<file path="config.mk">
export PLATFORM = sky130hd
export DESIGN_NAME = neuron_mac
export DESIGN_NICKNAME = d
export VERILOG_FILES = /design/src/rtl/nn_pkg.sv /design/src/rtl/fxp_mul.sv /design/src/rtl/neuron_mac.sv
export SDC_FILE = /design/constraint.sdc
export NUM_CORES = 2
export LEC_CHECK = 0
export CAP_MARGIN = 40
export CORE_ASPECT_RATIO = 1.5
export CORE_MARGIN = 1.5
export CORE_UTILIZATION = 66
export DETAILED_ROUTE_END_ITERATION = 7
export MAX_ROUTING_LAYER = met4
export PLACE_DENSITY = 0.83
export SLEW_MARGIN = 20
export SYNTH_ARGS = -nofsm -noshare
export SYNTH_HDL_FRONTEND = slang
export SYNTH_SLANG_ARGS = --single-unit
</file>
<file path="constraint.sdc">
create_clock -name clock -period 11.3 [get_ports clock]
set_clock_uncertainty 0.2 [all_clocks]
set_input_delay 1.13 -clock clock [delete_from_list [all_inputs] [get_ports clock]]
set_output_delay 1.13 -clock clock [all_outputs]
set_load 0.01 [all_outputs]
</file>
<file path="src/rtl/nn_pkg.sv">
// Shared fixed-point constants, FSM state type and the 32-bit saturation helper
// for the neuron datapath.
package nn_pkg;

    localparam int DATA_W    = 32;
    localparam int FRAC_BITS = 16;
    localparam int ACC_W     = 48;

    // Q15.16 constants
    localparam logic [DATA_W-1:0] ONE     = 32'h0001_0000;
    localparam logic [DATA_W-1:0] Q_MAX   = 32'h7FFF_FFFF;
    localparam logic [DATA_W-1:0] Q_MIN   = 32'h8000_0000;

    // Saturation bounds expressed at accumulator width
    localparam logic signed [ACC_W-1:0] SAT_HI = {{(ACC_W-31){1'b0}}, {31{1'b1}}};
    localparam logic signed [ACC_W-1:0] SAT_LO = {{(ACC_W-31){1'b1}}, {31{1'b0}}};

    typedef enum logic [1:0] {
        ST_IDLE  = 2'd0,
        ST_ACCUM = 2'd1,
        ST_DRAIN = 2'd2,
        ST_FINAL = 2'd3
    } state_t;

    // Clamp an accumulator-width signed value into the signed 32-bit range
    function automatic logic [DATA_W-1:0] sat32(input logic signed [ACC_W-1:0] v);
        logic [DATA_W-1:0] r;
        if (v > SAT_HI) begin
            r = Q_MAX;
        end else if (v < SAT_LO) begin
            r = Q_MIN;
        end else begin
            r = v[DATA_W-1:0];
        end
        return r;
    endfunction

endpackage

</file>
<file path="src/rtl/fxp_mul.sv">
// Combinational signed Q15.16 multiply: full 64-bit product, arithmetic shift
// right by the fractional width (rounds toward -inf), resized to the
// accumulator width.
module fxp_mul
    import nn_pkg::*;
#(
    parameter int FRAC = FRAC_BITS,
    parameter int OUT_W = ACC_W
) (
    input  logic signed [DATA_W-1:0] a,
    input  logic signed [DATA_W-1:0] b,
    output logic signed [OUT_W-1:0]  p
);

    logic signed [2*DATA_W-1:0] a_ext;
    logic signed [2*DATA_W-1:0] b_ext;
    logic signed [2*DATA_W-1:0] full;

    // Sign-extend both operands so the product is a true signed 64-bit value
    always_comb begin
        a_ext = (2*DATA_W)'(a);
        b_ext = (2*DATA_W)'(b);
        full  = a_ext * b_ext;
        p     = OUT_W'(full >>> FRAC);
    end

endmodule

</file>
<file path="src/rtl/neuron_mac.sv">
// One-neuron multiply-accumulate: accepts NUM_INPUTS activations, pairs each
// with the weight read from a 1-cycle-latency ROM at the same index, adds the
// bias and emits a saturated 32-bit pre-activation with a one-cycle pulse.
module neuron_mac
    import nn_pkg::*;
#(
    parameter int NUM_INPUTS = 784,
    parameter int ADDR_W     = (NUM_INPUTS > 1) ? $clog2(NUM_INPUTS) : 1
) (
    input  logic              clock,
    input  logic              reset_n,
    input  logic              start,
    input  logic [31:0]       bias,
    input  logic [31:0]       data_in,
    input  logic              data_valid,
    output logic              data_ready,
    output logic [ADDR_W-1:0] weight_addr,
    input  logic [31:0]       weight_data,
    output logic [31:0]       sum_out,
    output logic              sum_valid,
    output logic              busy
);

    localparam logic [ADDR_W-1:0] LAST_IDX = ADDR_W'(NUM_INPUTS - 1);

    state_t                    state;
    logic [ADDR_W-1:0]         count;
    logic signed [DATA_W-1:0]  d_reg;
    logic                      p_valid;
    logic signed [ACC_W-1:0]   acc;
    logic signed [DATA_W-1:0]  bias_reg;
    logic signed [ACC_W-1:0]   prod;
    logic signed [ACC_W-1:0]   final_sum;
    logic                      accept;

    // The ROM is addressed straight from the counter so the weight for the
    // accepted activation arrives exactly when d_reg holds it.
    assign weight_addr = count;
    assign accept      = data_valid & data_ready;
    assign final_sum   = acc + ACC_W'(bias_reg);

    fxp_mul #(
        .FRAC  (FRAC_BITS),
        .OUT_W (ACC_W)
    ) u_mul (
        .a (d_reg),
        .b (weight_data),
        .p (prod)
    );

    // Control FSM, input capture, accumulation and result register
    always_ff @(posedge clock or negedge reset_n) begin
        if (!reset_n) begin
            state      <= ST_IDLE;
            count      <= '0;
            d_reg      <= '0;
            p_valid    <= 1'b0;
            acc        <= '0;
            bias_reg   <= '0;
            sum_out    <= '0;
            sum_valid  <= 1'b0;
            data_ready <= 1'b0;
            busy       <= 1'b0;
        end else begin
            sum_valid <= 1'b0;
            p_valid   <= 1'b0;

            // Second pipeline stage runs whenever a product is pending,
            // independent of the state, so the last one lands during DRAIN.
            if (p_valid) begin
                acc <= acc + prod;
            end

            case (state)
                ST_IDLE: begin
                    if (start) begin
                        acc        <= '0;
                        count      <= '0;
                        bias_reg   <= bias;
                        data_ready <= 1'b1;
                        busy       <= 1'b1;
                        state      <= ST_ACCUM;
                    end
                end
                ST_ACCUM: begin
                    if (accept) begin
                        d_reg   <= data_in;
                        p_valid <= 1'b1;
                        count   <= count + 1'b1;
                        if (count == LAST_IDX) begin
                            data_ready <= 1'b0;
                            state      <= ST_DRAIN;
                        end
                    end
                end
                ST_DRAIN: begin
                    state <= ST_FINAL;
                end
                ST_FINAL: begin
                    sum_out   <= sat32(final_sum);
                    sum_valid <= 1'b1;
                    busy      <= 1'b0;
                    state     <= ST_IDLE;
                end
                default: begin
                    state <= ST_IDLE;
                end
            endcase
        end
    end

endmodule

</file>
; Yosys cells after proc, flatten, opt, wreduce, memory -nomap -nowiden
; Index checks and enable logic that the tools add are counted.
[op_classes]
n_reduce_logical = 9
bitwise_logic = 1
div = 0
add_sub_neg = 3
n_lt_le_gt_ge = 2
mul = 1
eq_ne = 7
mux = 20
shifts = 0
[op_table]
columns = cell, count
row1 = 48-bit 2-to-1 mux, 3
row2 = 32-bit by 32-bit multiplier with 64-bit output, 1
row3 = 32-bit 2-to-1 mux, 2
row4 = 48-bit by 32-bit adder with 48-bit output, 1
row5 = 48-bit adder, 1
row6 = "48-bit by 32-bit greater-than comparator with 1-bit output, second input constant", 1
row7 = "48-bit by 32-bit less-than comparator with 1-bit output, second input constant", 1
row8 = 10-bit 2-to-1 mux, 2
row9 = 10-bit case mux with 2 select lines, 1
row10 = "10-bit by 1-bit adder with 10-bit output, second input constant", 1
row11 = "10-bit == test, second input constant", 1
row12 = 2-bit case mux with 4 select lines, 1
row13 = 1-bit 2-to-1 mux, 6
row14 = 2-bit 2-to-1 mux, 3
row15 = "2-bit != test, second input constant", 3
row16 = 2-bit AND reduction, 3
row17 = 3-bit AND reduction, 2
row18 = "2-bit == test, second input constant", 2
row19 = 1-bit case mux with 2 select lines, 2
row20 = 4-bit AND reduction, 1
row21 = 2-bit nonzero test, 2
row22 = "2-bit by 1-bit == test with 1-bit output, second input constant", 1
row23 = 2-bit logical NOT, 1
row24 = 1-bit AND, 1
[totals]
output_inout_bits = 45
latchBits = 0
ff_bits = 160
inputBits = 100
n_memories = 0
ram_bits = 0
romBits = 0

; Longest topological paths before layout
[logic_depth]
word_depth = 5
depth_mapped = 42

; Cells and area by module
; From an unflattened synthesis, not the netlist that was laid out.
[hier_totals]
cells_unflattened = 5209
area_unflattened_um2 = 47561.9
[modules_own_cells]
columns = module, seq_area_each_um2, n_inst, cells_each, area_per_inst_um2
row1 = fxp_mul, 0.0, 1, 3788, 35601.6
row2 = neuron_mac, 4003.8, 1, 1421, 11960.2

; Worst setup path before layout
; OpenSTA, ideal clock, no wires.
[synth_timing]
path_type = input to register
start = input port weight_data[5]
end = register acc[47]
arrival_time_ps = 10314
setup_ps = 79
cell_stages = 33
path_slack_ps = 707
required_time_ps = 11021
path_cell_list = clkbuf_1 > nand2_1 > inv_1 > fa_1 > fa_1 > fa_1 > fa_1 > inv_1 > fa_1 > inv_1 > fa_1 > inv_1 > fa_1 > inv_1 > fa_1 > ha_1 > a21oi_1 > o21ai_0 > a211oi_1 > o21bai_1 > a21o_1 > xor2_1 > ha_1 > a21o_1 > a21o_1 > a21oi_1 > o21ai_0 > a21oi_1 > o211ai_1 > and3_1 > or3_1 > mux2i_1 > mux2i_1
[synth_between]
elab_chain_cells = 5
[synth_rtl]
columns = item, line
row1 = start: declaration, neuron_mac.sv:18  ; input logic [31:0] weight_data,
row2 = 32-bit by 32-bit multiplier with 64-bit output (*), fxp_mul.sv:23  ; full = a_ext * b_ext;
row3 = 48-bit adder (*), neuron_mac.sv:71  ; acc <= acc + prod;
row4 = 48-bit 2-to-1 mux (*), neuron_mac.sv:70  ; if (p_valid) begin
row5 = 48-bit 2-to-1 mux, neuron_mac.sv:76  ; if (start) begin
row6 = 48-bit 2-to-1 mux (*), neuron_mac.sv:74  ; case (state)
row7 = end signal: assignment, neuron_mac.sv:71
row8 = end: declaration, neuron_mac.sv:30  ; logic signed [ACC_W-1:0] acc;
; Mark *: on every way between the ends. The rest lies on a longest branch, timed or not.
; A chain may end at the register's enable or synchronous reset.

; Worst setup path after layout
[layout_timing]
start = input port weight_data[2]
end = register acc[47]
; Same word-level chain as after synthesis.

==> flow_summary.toml <==
[synthesis]
post_synth_inst_count = 5160
ys_ff_latch = 160
yosys_most_used_dff = "sky130_fd_sc_hd__dfrtp_1"
yosysWarnings = 0
postSynthNetCount = 6626
synth-async-reset-ratio = 1.00
yosysUniqueCellTypes = 76
synth_seq_area_share = 0.0846
post_synth.cell_area_avg_sq_um = 9.17
synth_edf_count = 0
synth_area_sq_mm = 0.0473

[routing]
detailedRoute.firstIterationViolations = 2705
dr_total_vias = 36817
firstDrtPassIters = 5
antenna_left = 0
finalWirelength_microns = 125000
detailed_route_drc_error_count = 0
routed_via_density = 5.95
detail_route.wl_per_cell_microns = 20.3

[clocking]
num_clock_sinks = 160
cts.reportedPaths.clkPinSlew_ns = 0.07
holdBufCountCts = 0
cts_buffers = 17
cts_root_buffer = "sky130_fd_sc_hd__clkbuf_16"
cts_max_path_buffers = 2
cts_tree = "done"
worstSkewPairLatency_ns = 0.51
clock_tree.htree_level_count = 4

[placement]
post-dp-hpwl_microns = 103000
preCtsSetupSlack_ns = -0.155
place_congestion = 0.961
placement.cell_area_sq_mm = 0.0507
io_buffer_count = 144

[timing]
finalSetupViolations = 0
layout_setup_ws_ns = 0.311
layout_worst_path_cycle_share = 0.972
fin_worst_hold_slack_ns = 0.287
fmax_mhz = 91.0
slew_viol_final = 0
slew_headroom = 0.415
finalCriticalPeriod_ns = 10.99
worst-slew-pin-transition_ns = 0.877
hold_viol_final = 0

[critical_path]
data_arrival_time_of_the_worst_path_ns = 11.20
critical_path_required_ns = 11.51
path_class = "input pin to register"
crit_path_top_delay_cell = "sky130_fd_sc_hd__fa_1"
cp-startpoint = "weight_data[2]"
largest_fanout_on_the_critical_path = 25
startpoint_type = "input pin"
regToRegStartpoint = "d_reg[12]"
cp-end-kind = "register"
max_stage_delay_ns = 0.52

[global_route]
pin_count_of_the_biggest_net_entering_global_routing = 64
grt.overflow.total = 0
number_of_antenna_violations_at_the_first_check_in_global_routing = 3
gr-usage-all-layers = 0.374
grt_pass1_vias = 40290
grt_pass1_wl_microns = 206000

[floorplan]
die_x_microns = 222
die-area_sq_mm = 0.0733
die_y_microns = 331
floorplan.initialDensity = 0.665
floorplan.io_pins = 145
placementRows = 120
core_area_sq_mm = 0.0712

[cells_and_area]
drive_gt1_frac = 0.0575
largest_register = "acc"
area_growth_pct = 8.61
nets = 6721
largest_register_ff_count = 48
fin_util = 0.722
layout_cell_area_excl_fill_sq_mm = 0.0514

[worst_hold_path]
holdCritStartpoint = "bias_reg[25]"
holdCritPathClass = "register to register"

[flow_run]
maxCapViolCount = 0

[run_status]
run_status = "finished, final reports clean"
-- metal layers --
| layer | track usage | up-vias | wire, microns |
|---|---|---|---|
| met1 | 0.413 | 18700 | 42700 |
| li1 | - | 15896 | - |
| met4 | 0.219 | 0 | 8290 |
| met3 | 0.0552 | 522 | 8480 |
| met2 | 0.645 | 1699 | 65900 |
| met5 | - | - | 0 |
-- cells in the final DEF (no fill, tap or decap), types with 5 or more instances in the layout --
cell type                         count
sky130_fd_sc_hd__a21boi_0             8
sky130_fd_sc_hd__o21bai_1            11
sky130_fd_sc_hd__xnor2_1             86
sky130_fd_sc_hd__ha_1               282
sky130_fd_sc_hd__clkbuf_16           17
sky130_fd_sc_hd__a211oi_1            16
sky130_fd_sc_hd__nor2b_1             18
sky130_fd_sc_hd__a21o_1              79
sky130_fd_sc_hd__o211ai_1            17
sky130_fd_sc_hd__a31oi_1             13
sky130_fd_sc_hd__inv_1              978
sky130_fd_sc_hd__o21ai_1             11
sky130_fd_sc_hd__clkdlybuf4s50_1    143
sky130_fd_sc_hd__nand4_1             25
sky130_fd_sc_hd__nand2_1            760
sky130_fd_sc_hd__and4_1               5
sky130_fd_sc_hd__buf_4              170
sky130_fd_sc_hd__nand3_1             99
sky130_fd_sc_hd__xor2_1              40
sky130_fd_sc_hd__a21oi_1            130
sky130_fd_sc_hd__nor3_1              31
sky130_fd_sc_hd__clkinv_8             5
sky130_fd_sc_hd__o31ai_1             68
sky130_fd_sc_hd__mux2_2              33
sky130_fd_sc_hd__a21oi_2              8
sky130_fd_sc_hd__buf_8                5
sky130_fd_sc_hd__fa_1              1083
sky130_fd_sc_hd__nor2_1             154
sky130_fd_sc_hd__and3_1              15
sky130_fd_sc_hd__or3_1               12
sky130_fd_sc_hd__o21a_1              28
sky130_fd_sc_hd__o311ai_1            24
sky130_fd_sc_hd__nand2b_1            34
sky130_fd_sc_hd__o21ai_0             75
sky130_fd_sc_hd__dfrtp_1            159
sky130_fd_sc_hd__and2_1             485
sky130_fd_sc_hd__mux2i_1             30
sky130_fd_sc_hd__buf_12              18
-- metrics by stage --
step | cells | setup TNS (ns)
6_report | 6186 | 0
5_1_grt | 6186 | -0.0181
4_1_cts | 6180 | 0
3_5_place_dp | 6148 | -0.221
3_3_place_gp | 6141 | -0.0248
2_1_floorplan | 5160 | 0
-- path summary, 6_finish.rpt --
check | depth (start not counted) | to | slack (ns)
min in group asynchronous | 1 | d_reg[20] | 0.36
hold reg to reg | 2 | bias_reg[25] | 0.29
hold / removal | 2 | bias_reg[25] | 0.29
setup reg to reg | 38 | acc[47] | 0.68
setup / recovery | 45 | acc[47] | 0.31
max in group asynchronous | 5 | sum_out[28] | 8.93
-- area by class of cell --
type / instances / area (sq um)
clock inverter: 15 / 184
antenna: 3 / 7.51
clock buffer: 17 / 425
inverter: 980 / 3680
timing repair buffer: 341 / 3250
multi-input combinational: 3755 / 38700
sequential: 160 / 4010
tap: 915 / 1140
fill: 5153 / 19800
-- logic make-up after synthesis --
family | after synthesis | synth area share
DFF | 160 | 0.0846
AOI/OAI and AO/OA | 536 | 0.0759
and+or+nand+nor | 1663 | 0.169
buffers and inverters | 1245 | 0.0991
muxes | 63 | 0.0142
xor gates and xnor gates | 127 | 0.0235
adders and majority gates | 1366 | 0.533
-- timing repair --
item,CTS,global route
gates resized for setup,0,11
setup endpoints to repair,0,6
buffers inserted,0,0
-- synthesized netlist by cell type, types with 13 or more instances --
library cell / n / area, sq um
sky130_fd_sc_hd__a211oi_1: 17 / 128
sky130_fd_sc_hd__a21o_1: 79 / 593
sky130_fd_sc_hd__a21oi_1: 134 / 671
sky130_fd_sc_hd__a31oi_1: 13 / 81.3
sky130_fd_sc_hd__and2_1: 486 / 3040
sky130_fd_sc_hd__and3_1: 16 / 100
sky130_fd_sc_hd__clkbuf_1: 257 / 965
sky130_fd_sc_hd__dfrtp_1: 160 / 4000
sky130_fd_sc_hd__fa_1: 1083 / 21700
sky130_fd_sc_hd__ha_1: 283 / 3540
sky130_fd_sc_hd__inv_1: 978 / 3670
sky130_fd_sc_hd__mux2_2: 33 / 372
sky130_fd_sc_hd__mux2i_1: 30 / 300
sky130_fd_sc_hd__nand2_1: 760 / 2850
sky130_fd_sc_hd__nand2b_1: 34 / 213
sky130_fd_sc_hd__nand3_1: 99 / 495
sky130_fd_sc_hd__nand4_1: 25 / 156
sky130_fd_sc_hd__nor2_1: 155 / 582
sky130_fd_sc_hd__nor2b_1: 18 / 113
sky130_fd_sc_hd__nor3_1: 32 / 160
sky130_fd_sc_hd__o211ai_1: 17 / 128
sky130_fd_sc_hd__o21a_1: 28 / 210
sky130_fd_sc_hd__o21ai_0: 76 / 380
sky130_fd_sc_hd__o311ai_1: 25 / 219
sky130_fd_sc_hd__o31ai_1: 68 / 510
sky130_fd_sc_hd__xnor2_1: 87 / 762
sky130_fd_sc_hd__xor2_1: 40 / 350
-- critical path: cells and delay by family --
| family | cells | cell delay (ns) |
|---|---|---|
| mux | 2 | 0.37 |
| fa+ha+maj | 10 | 4.16 |
| simple gates | 5 | 0.80 |
| compound gates | 16 | 2.96 |
| buf+inv | 11 | 1.64 |
| xor+xnor | 1 | 0.10 |
Power is not shown: default switching activity piles up to over one toggle a cycle in this logic, so the estimate is an artifact.
